`src/rtl/ifu_fetch.sv`:
```
// Instruction fetch unit: one outstanding memory request, one-entry IR toward decode,
// static JAL-taken prediction, JALR stall until redirect, halt on EBREAK or bus error.
module ifu_fetch #(
  parameter int unsigned          PC_SIZE    = 32,
  parameter int unsigned          INSTR_SIZE = 32,
  parameter logic [PC_SIZE-1:0]   RESET_PC   = PC_SIZE'(32'h8000_0000)
) (
  input  logic                  clk,
  input  logic                  rst,
  output logic                  ifu_req_valid,
  input  logic                  ifu_req_ready,
  output logic [PC_SIZE-1:0]    ifu_req_addr,
  input  logic                  ifu_rsp_valid,
  output logic                  ifu_rsp_ready,
  input  logic [INSTR_SIZE-1:0] ifu_rsp_instr,
  input  logic                  ifu_rsp_err,
  output logic                  o_ir_valid,
  input  logic                  o_ir_ready,
  output logic [INSTR_SIZE-1:0] o_instr,
  output logic [PC_SIZE-1:0]    o_pc,
  output logic                  o_prdt_taken,
  output logic                  o_err,
  input  logic                  i_redirect_valid,
  input  logic [PC_SIZE-1:0]    i_redirect_pc,
  output logic                  o_halted
);

  localparam logic [6:0]            OPC_JAL  = 7'b1101111;
  localparam logic [6:0]            OPC_JALR = 7'b1100111;
  localparam logic [INSTR_SIZE-1:0] EBREAK   = INSTR_SIZE'(32'h0010_0073);

  typedef enum logic [2:0] {
    IDLE  = 3'd0,
    REQ   = 3'd1,
    WAIT  = 3'd2,
    HOLD  = 3'd3,
    STALL = 3'd4,
    HALT  = 3'd5
  } state_t;

  state_t                  state, state_nxt;
  logic [PC_SIZE-1:0]      pc_r, pc_nxt;
  logic [PC_SIZE-1:0]      req_addr_nxt;
  logic                    drop_r, drop_nxt;
  logic [INSTR_SIZE-1:0]   instr_nxt;
  logic [PC_SIZE-1:0]      ir_pc_nxt;
  logic                    taken_nxt, err_nxt;
  logic [20:0]             jimm21;
  logic [PC_SIZE-1:0]      jimm;

  // J-type immediate of the incoming word, sign-extended to the pc width
  assign jimm21 = {ifu_rsp_instr[31], ifu_rsp_instr[19:12], ifu_rsp_instr[20],
                   ifu_rsp_instr[30:21], 1'b0};
  assign jimm   = {{(PC_SIZE-21){jimm21[20]}}, jimm21};

  // Next-state and datapath updates; redirect wins over same-cycle events
  always_comb begin
    state_nxt    = state;
    pc_nxt       = pc_r;
    req_addr_nxt = ifu_req_addr;
    drop_nxt     = drop_r;
    instr_nxt    = o_instr;
    ir_pc_nxt    = o_pc;
    taken_nxt    = o_prdt_taken;
    err_nxt      = o_err;
    case (state)
      IDLE: begin
        state_nxt    = REQ;
        req_addr_nxt = pc_r;
      end
      REQ: begin
        if (i_redirect_valid) begin
          pc_nxt   = i_redirect_pc;
          drop_nxt = 1'b1;
        end
        if (ifu_req_ready) state_nxt = WAIT;
      end
      WAIT: begin
        if (i_redirect_valid) begin
          pc_nxt = i_redirect_pc;
          if (ifu_rsp_valid) begin
            drop_nxt     = 1'b0;
            req_addr_nxt = i_redirect_pc;
            state_nxt    = REQ;
          end else begin
            drop_nxt = 1'b1;
          end
        end else if (ifu_rsp_valid) begin
          if (drop_r) begin
            drop_nxt     = 1'b0;
            req_addr_nxt = pc_r;
            state_nxt    = REQ;
          end else begin
            instr_nxt = ifu_rsp_instr;
            ir_pc_nxt = ifu_req_addr;
            err_nxt   = ifu_rsp_err;
            state_nxt = HOLD;
            if (ifu_rsp_instr[6:0] == OPC_JAL) begin
              pc_nxt    = ifu_req_addr + jimm;
              taken_nxt = 1'b1;
            end else begin
              pc_nxt    = ifu_req_addr + PC_SIZE'(4);
              taken_nxt = 1'b0;
            end
          end
        end
      end
      HOLD: begin
        if (i_redirect_valid) begin
          pc_nxt       = i_redirect_pc;
          req_addr_nxt = i_redirect_pc;
          state_nxt    = REQ;
        end else if (o_ir_ready) begin
          if (o_err || (o_instr == EBREAK)) begin
            state_nxt = HALT;
          end else if (o_instr[6:0] == OPC_JALR) begin
            state_nxt = STALL;
          end else begin
            req_addr_nxt = pc_r;
            state_nxt    = REQ;
          end
        end
      end
      STALL: begin
        if (i_redirect_valid) begin
          pc_nxt       = i_redirect_pc;
          req_addr_nxt = i_redirect_pc;
          state_nxt    = REQ;
        end
      end
      HALT:    state_nxt = HALT;
      default: state_nxt = IDLE;
    endcase
  end

  // State, datapath and registered handshake outputs
  always_ff @(posedge clk) begin
    if (!rst) begin
      state         <= IDLE;
      pc_r          <= RESET_PC;
      drop_r        <= 1'b0;
      ifu_req_addr  <= '0;
      o_instr       <= '0;
      o_pc          <= '0;
      o_prdt_taken  <= 1'b0;
      o_err         <= 1'b0;
      ifu_req_valid <= 1'b0;
      ifu_rsp_ready <= 1'b0;
      o_ir_valid    <= 1'b0;
      o_halted      <= 1'b0;
    end else begin
      state         <= state_nxt;
      pc_r          <= pc_nxt;
      drop_r        <= drop_nxt;
      ifu_req_addr  <= req_addr_nxt;
      o_instr       <= instr_nxt;
      o_pc          <= ir_pc_nxt;
      o_prdt_taken  <= taken_nxt;
      o_err         <= err_nxt;
      ifu_req_valid <= (state_nxt == REQ);
      ifu_rsp_ready <= (state_nxt == WAIT);
      o_ir_valid    <= (state_nxt == HOLD);
      o_halted      <= (state_nxt == HALT);
    end
  end

endmodule

```
`config.mk`:
```
export PLATFORM = sky130hd
export DESIGN_NAME = ifu_fetch
export DESIGN_NICKNAME = d
export VERILOG_FILES = /design/src/rtl/ifu_fetch.sv
export SDC_FILE = /design/constraint.sdc
export NUM_CORES = 1
export LEC_CHECK = 0
export ABC_AREA = 1
export CORE_UTILIZATION = 31
export DETAILED_ROUTE_END_ITERATION = 10
export PLACE_DENSITY = 0.6
export SYNTH_ARGS = -nofsm -noshare
export SYNTH_HDL_FRONTEND = slang
export SYNTH_SLANG_ARGS = --single-unit
```
`constraint.sdc`:
```
create_clock -name clk -period 2.9 [get_ports clk]
set_input_delay 0.29 -clock clk [delete_from_list [all_inputs] [get_ports clk]]
set_output_delay 0.29 -clock clk [all_outputs]
set_load 0.005 [all_outputs]
```
==> impl_results.md <==
- Synth Instances: 1,430
- Hold/Removal Path Class: input pin to flop
- Worst stage delay on the critical path: 0.59 ns
- DR WL/cell: 17.4 µm
- Port bufs: 172
- Synthesized area per cell: 6.31 µm²
- I/O pin count: 173
- Final net count: 1,694
- Asr flop ratio synth: 0%
- Setup tns final: 0 ns
- Antenna-violating nets left: 0
- P_sw: 2.11 mW
- CTS root buffer: clkbuf_16
- Setup crit end kind: flop
- Drt drc: 0
- F_max: 0.412 GHz
- First-pass GRT wire length: 54.1 mm
- R2R setup slack: 0.47 ns
- Sw Share: 35.0%
- Lkg Pwr: 5.17 nW
- Status: finished clean
- Postcts setup bufs: 0
- Tcrit/Tclk final: 83.7%
- Initial drt markers: 918
- Layout area overhead: 30.2%
- Synth Flop Type: dfxtp_1
- GP Congestion: 0.953
- Gate power share: 28.8%
- Final setup viols: 0
- Most frequent cell after synthesis: nand2_1
- Crit path time final: 2.43 ns
- Clk pwr share: 34.7%
- Dpl hpwl: 25.9 mm
- Yosys Warn Count: 0
- WS Path Type: flop to flop
- Cts bufs inserted: 17
- RSZ-0062 raised after global routing: false
- Relative slew slack: 33.7%
- Largest net degree at the start of global routing: 102
- Syn Std Cell Area: 9020 µm²
- Top cells by area, synth: dfxtp_1 31%, nand2_1 16%, a21oi_1 8.2%, nor2_1 6.5%, inv_1 6.4%
- CTS clk-pin slew, worst paths: 0.06 ns
- Overall via count from detail_route: 9,997
- Clk_skew: 0.0101 ns
- Initial Util: 31.4%
- Congestion Overflow GR: 0
- Critical Path RT: 3.26 ns
- Post-synth top cells: 390 x nand2_1, 157 x nor2_1, 153 x inv_1, 148 x a21oi_1, 138 x dfxtp_1
- Vias per inst: 5.03
- CP bufs+invs: 1
- Share of layout cells above drive strength 1: 5.61%
- Startpoint Class: flop
- DR WL met3: 2.70 mm
- Seq/Total Area, Yosys: 30.6%
- Die extent in y: 173 µm
- Syn_nets: 1,533
- Core area: 28,700 µm²
- H-tree depth: 4
- Post-synth EDFFs: 0
- Worst endpoint data arrival time: 2.79 ns
- Met2 wire length: 15.3 mm
- Vias in the first global route: 9,609
- Post-synth top area cell: dfxtp_1
- Internal Power: 3.91 mW
- Drt pass-1 iters: 5
- Die area: 29,800 µm²
- CTS max path bufs: 2
- Crit-path max FO: 9
- CTS tree: done
- Hold Fails Final Rpt: 0
- Routed Wire Length: 34.7 mm
- CP delay by family, top: simple AND/OR/NAND/NOR gates
- PwrDens: 512 nW/µm²
- Flop pwr share: 36.5%
- Synthesized flop and latch total: 138
- Peak VDD IR: 305 µV
- Num rows: 62
- Initial antenna violation count: 1
- CP most frequent cell: nor2_1
- Final Slew Violations: 0
- Top layer in use: met4
- Worst slew pin tran: 0.995 ns
- Post-CTS sizing: 0
- Critical path's slowest cell: dfxtp_1
- CP Cell Sequence: ha_1, nand2_1, inv_1, nand2_1, nand2_1, a21oi_1, nor2_1, nor2_1, nor2_1, nor2_1, o21bai_1, a21oi_1
- Max Cap Violations: 0
- # hold bufs at CTS: 0
- Die width: 173 µm
- Count of different cell masters after synthesis: 40
- # clock sinks: 138
- Skew-Pair Late Insertion Delay: 0.43 ns
- Met1 WL: 15.1 mm
- Tot GR Track Use: 23.3%
- Area share of the largest cell type after synthesis: 30.6%
- Final Util: 40.9%
[sequential cells by signal, summed over array words and instances, names as in the netlist, 3 cells and up]
register / cells
ifu_req_addr: 32
state: 3
o_instr: 32
pc_r: 32
o_pc: 32
[power by group through the flow]
| stage | Sequential, mW | Combinational (mW) | Clock [mW] |
|---|---|---|---|
| 6_report | 2.19 | 1.73 | 2.09 |
| 5_1_grt | 2.20 | 1.93 | 2.19 |
| 4_1_cts | 2.19 | 1.72 | 2.11 |
| 3_5_place_dp | 2.23 | 1.71 | 0 |
| 3_3_place_gp | 2.23 | 1.70 | 0 |
| 2_1_floorplan | 2.18 | 1.06 | 0 |
[per-stage QoR]
step	cell area, µm²	hold slack (ns)	instances	total power, mW	setup WS, ns
after global routing	11800	0.417	1987	6.32	0.280
after floorplan	9020	0.425	1430	3.24	0.880
after detailed placement	11200	0.454	1956	3.94	0.180
after global placement	11200	0.452	1956	3.94	0.202
after CTS	11800	0.366	1987	6.02	0.505
final	11800	0.396	1988	6.02	0.472
[layout make-up]
| cell class | instances | area, µm² |
|---|---|---|
| Clock buffer | 17 | 425 |
| Multi-Input combinational cell | 1073 | 5380 |
| Timing Repair Buffer | 200 | 1980 |
| Tap cell | 384 | 480 |
| Antenna cell | 1 | 2.50 |
| Sequential cell | 138 | 2760 |
| Fill cell | 3072 | 17000 |
| Inverter | 161 | 604 |
| Clock inverter | 14 | 124 |
[cell usage in the layout, fill, tap and decap left out, types with 19 or more instances in the layout]
cell	synthesis	routed
dfxtp_1	138	138
mux2i_1	26	26
a21oi_1	148	148
nand3_1	103	103
clkdlybuf4s50_1	0	171
o21ai_0	98	98
nor2_1	157	156
nand2_1	390	390
buf_4	4	24
ha_1	31	31
o21a_1	19	19
xor2_1	20	20
inv_1	153	153
[final timing paths]
kind	startpoint	endpoint	cells after the start
hold / removal	rst	ifu_req_addr[6]$_SDFFE_PN0P_	3
setup reg to reg	ifu_req_addr[6]$_SDFFE_PN0P_	pc_r[16]$_SDFFE_PN0P_	12
hold reg to reg	pc_r[30]$_SDFFE_PN0P_	pc_r[30]$_SDFFE_PN0P_	2
setup / recovery	ifu_req_addr[6]$_SDFFE_PN0P_	pc_r[16]$_SDFFE_PN0P_	12
[per-layer routing]
layer / track usage [%] / vias up
met3: 5.52 / 66
met1: 29.5 / 4532
met5: 0 / -
li1: - / 4982
met4: 11.6 / 0
met2: 36.9 / 417
[worst register-to-register path, cell delays in order, from the launching register on]
cell      delay [ns]
dfxtp_1         0.59
ha_1            0.37
nand2_1         0.15
inv_1           0.06
nand2_1         0.11
nand2_1         0.09
a21oi_1         0.27
nor2_1          0.07
nor2_1          0.13
nor2_1          0.05
nor2_1          0.26
o21bai_1        0.10
a21oi_1         0.12
[kinds of logic after synthesis]
family	synth area share, %
xor+xnor	2.04
mux	3.63
compound gates	17.0
fa+ha+maj	4.52
flops	30.6
simple gates	32.2
buf+inv	10.1
(Power assumes the default switching activity.)
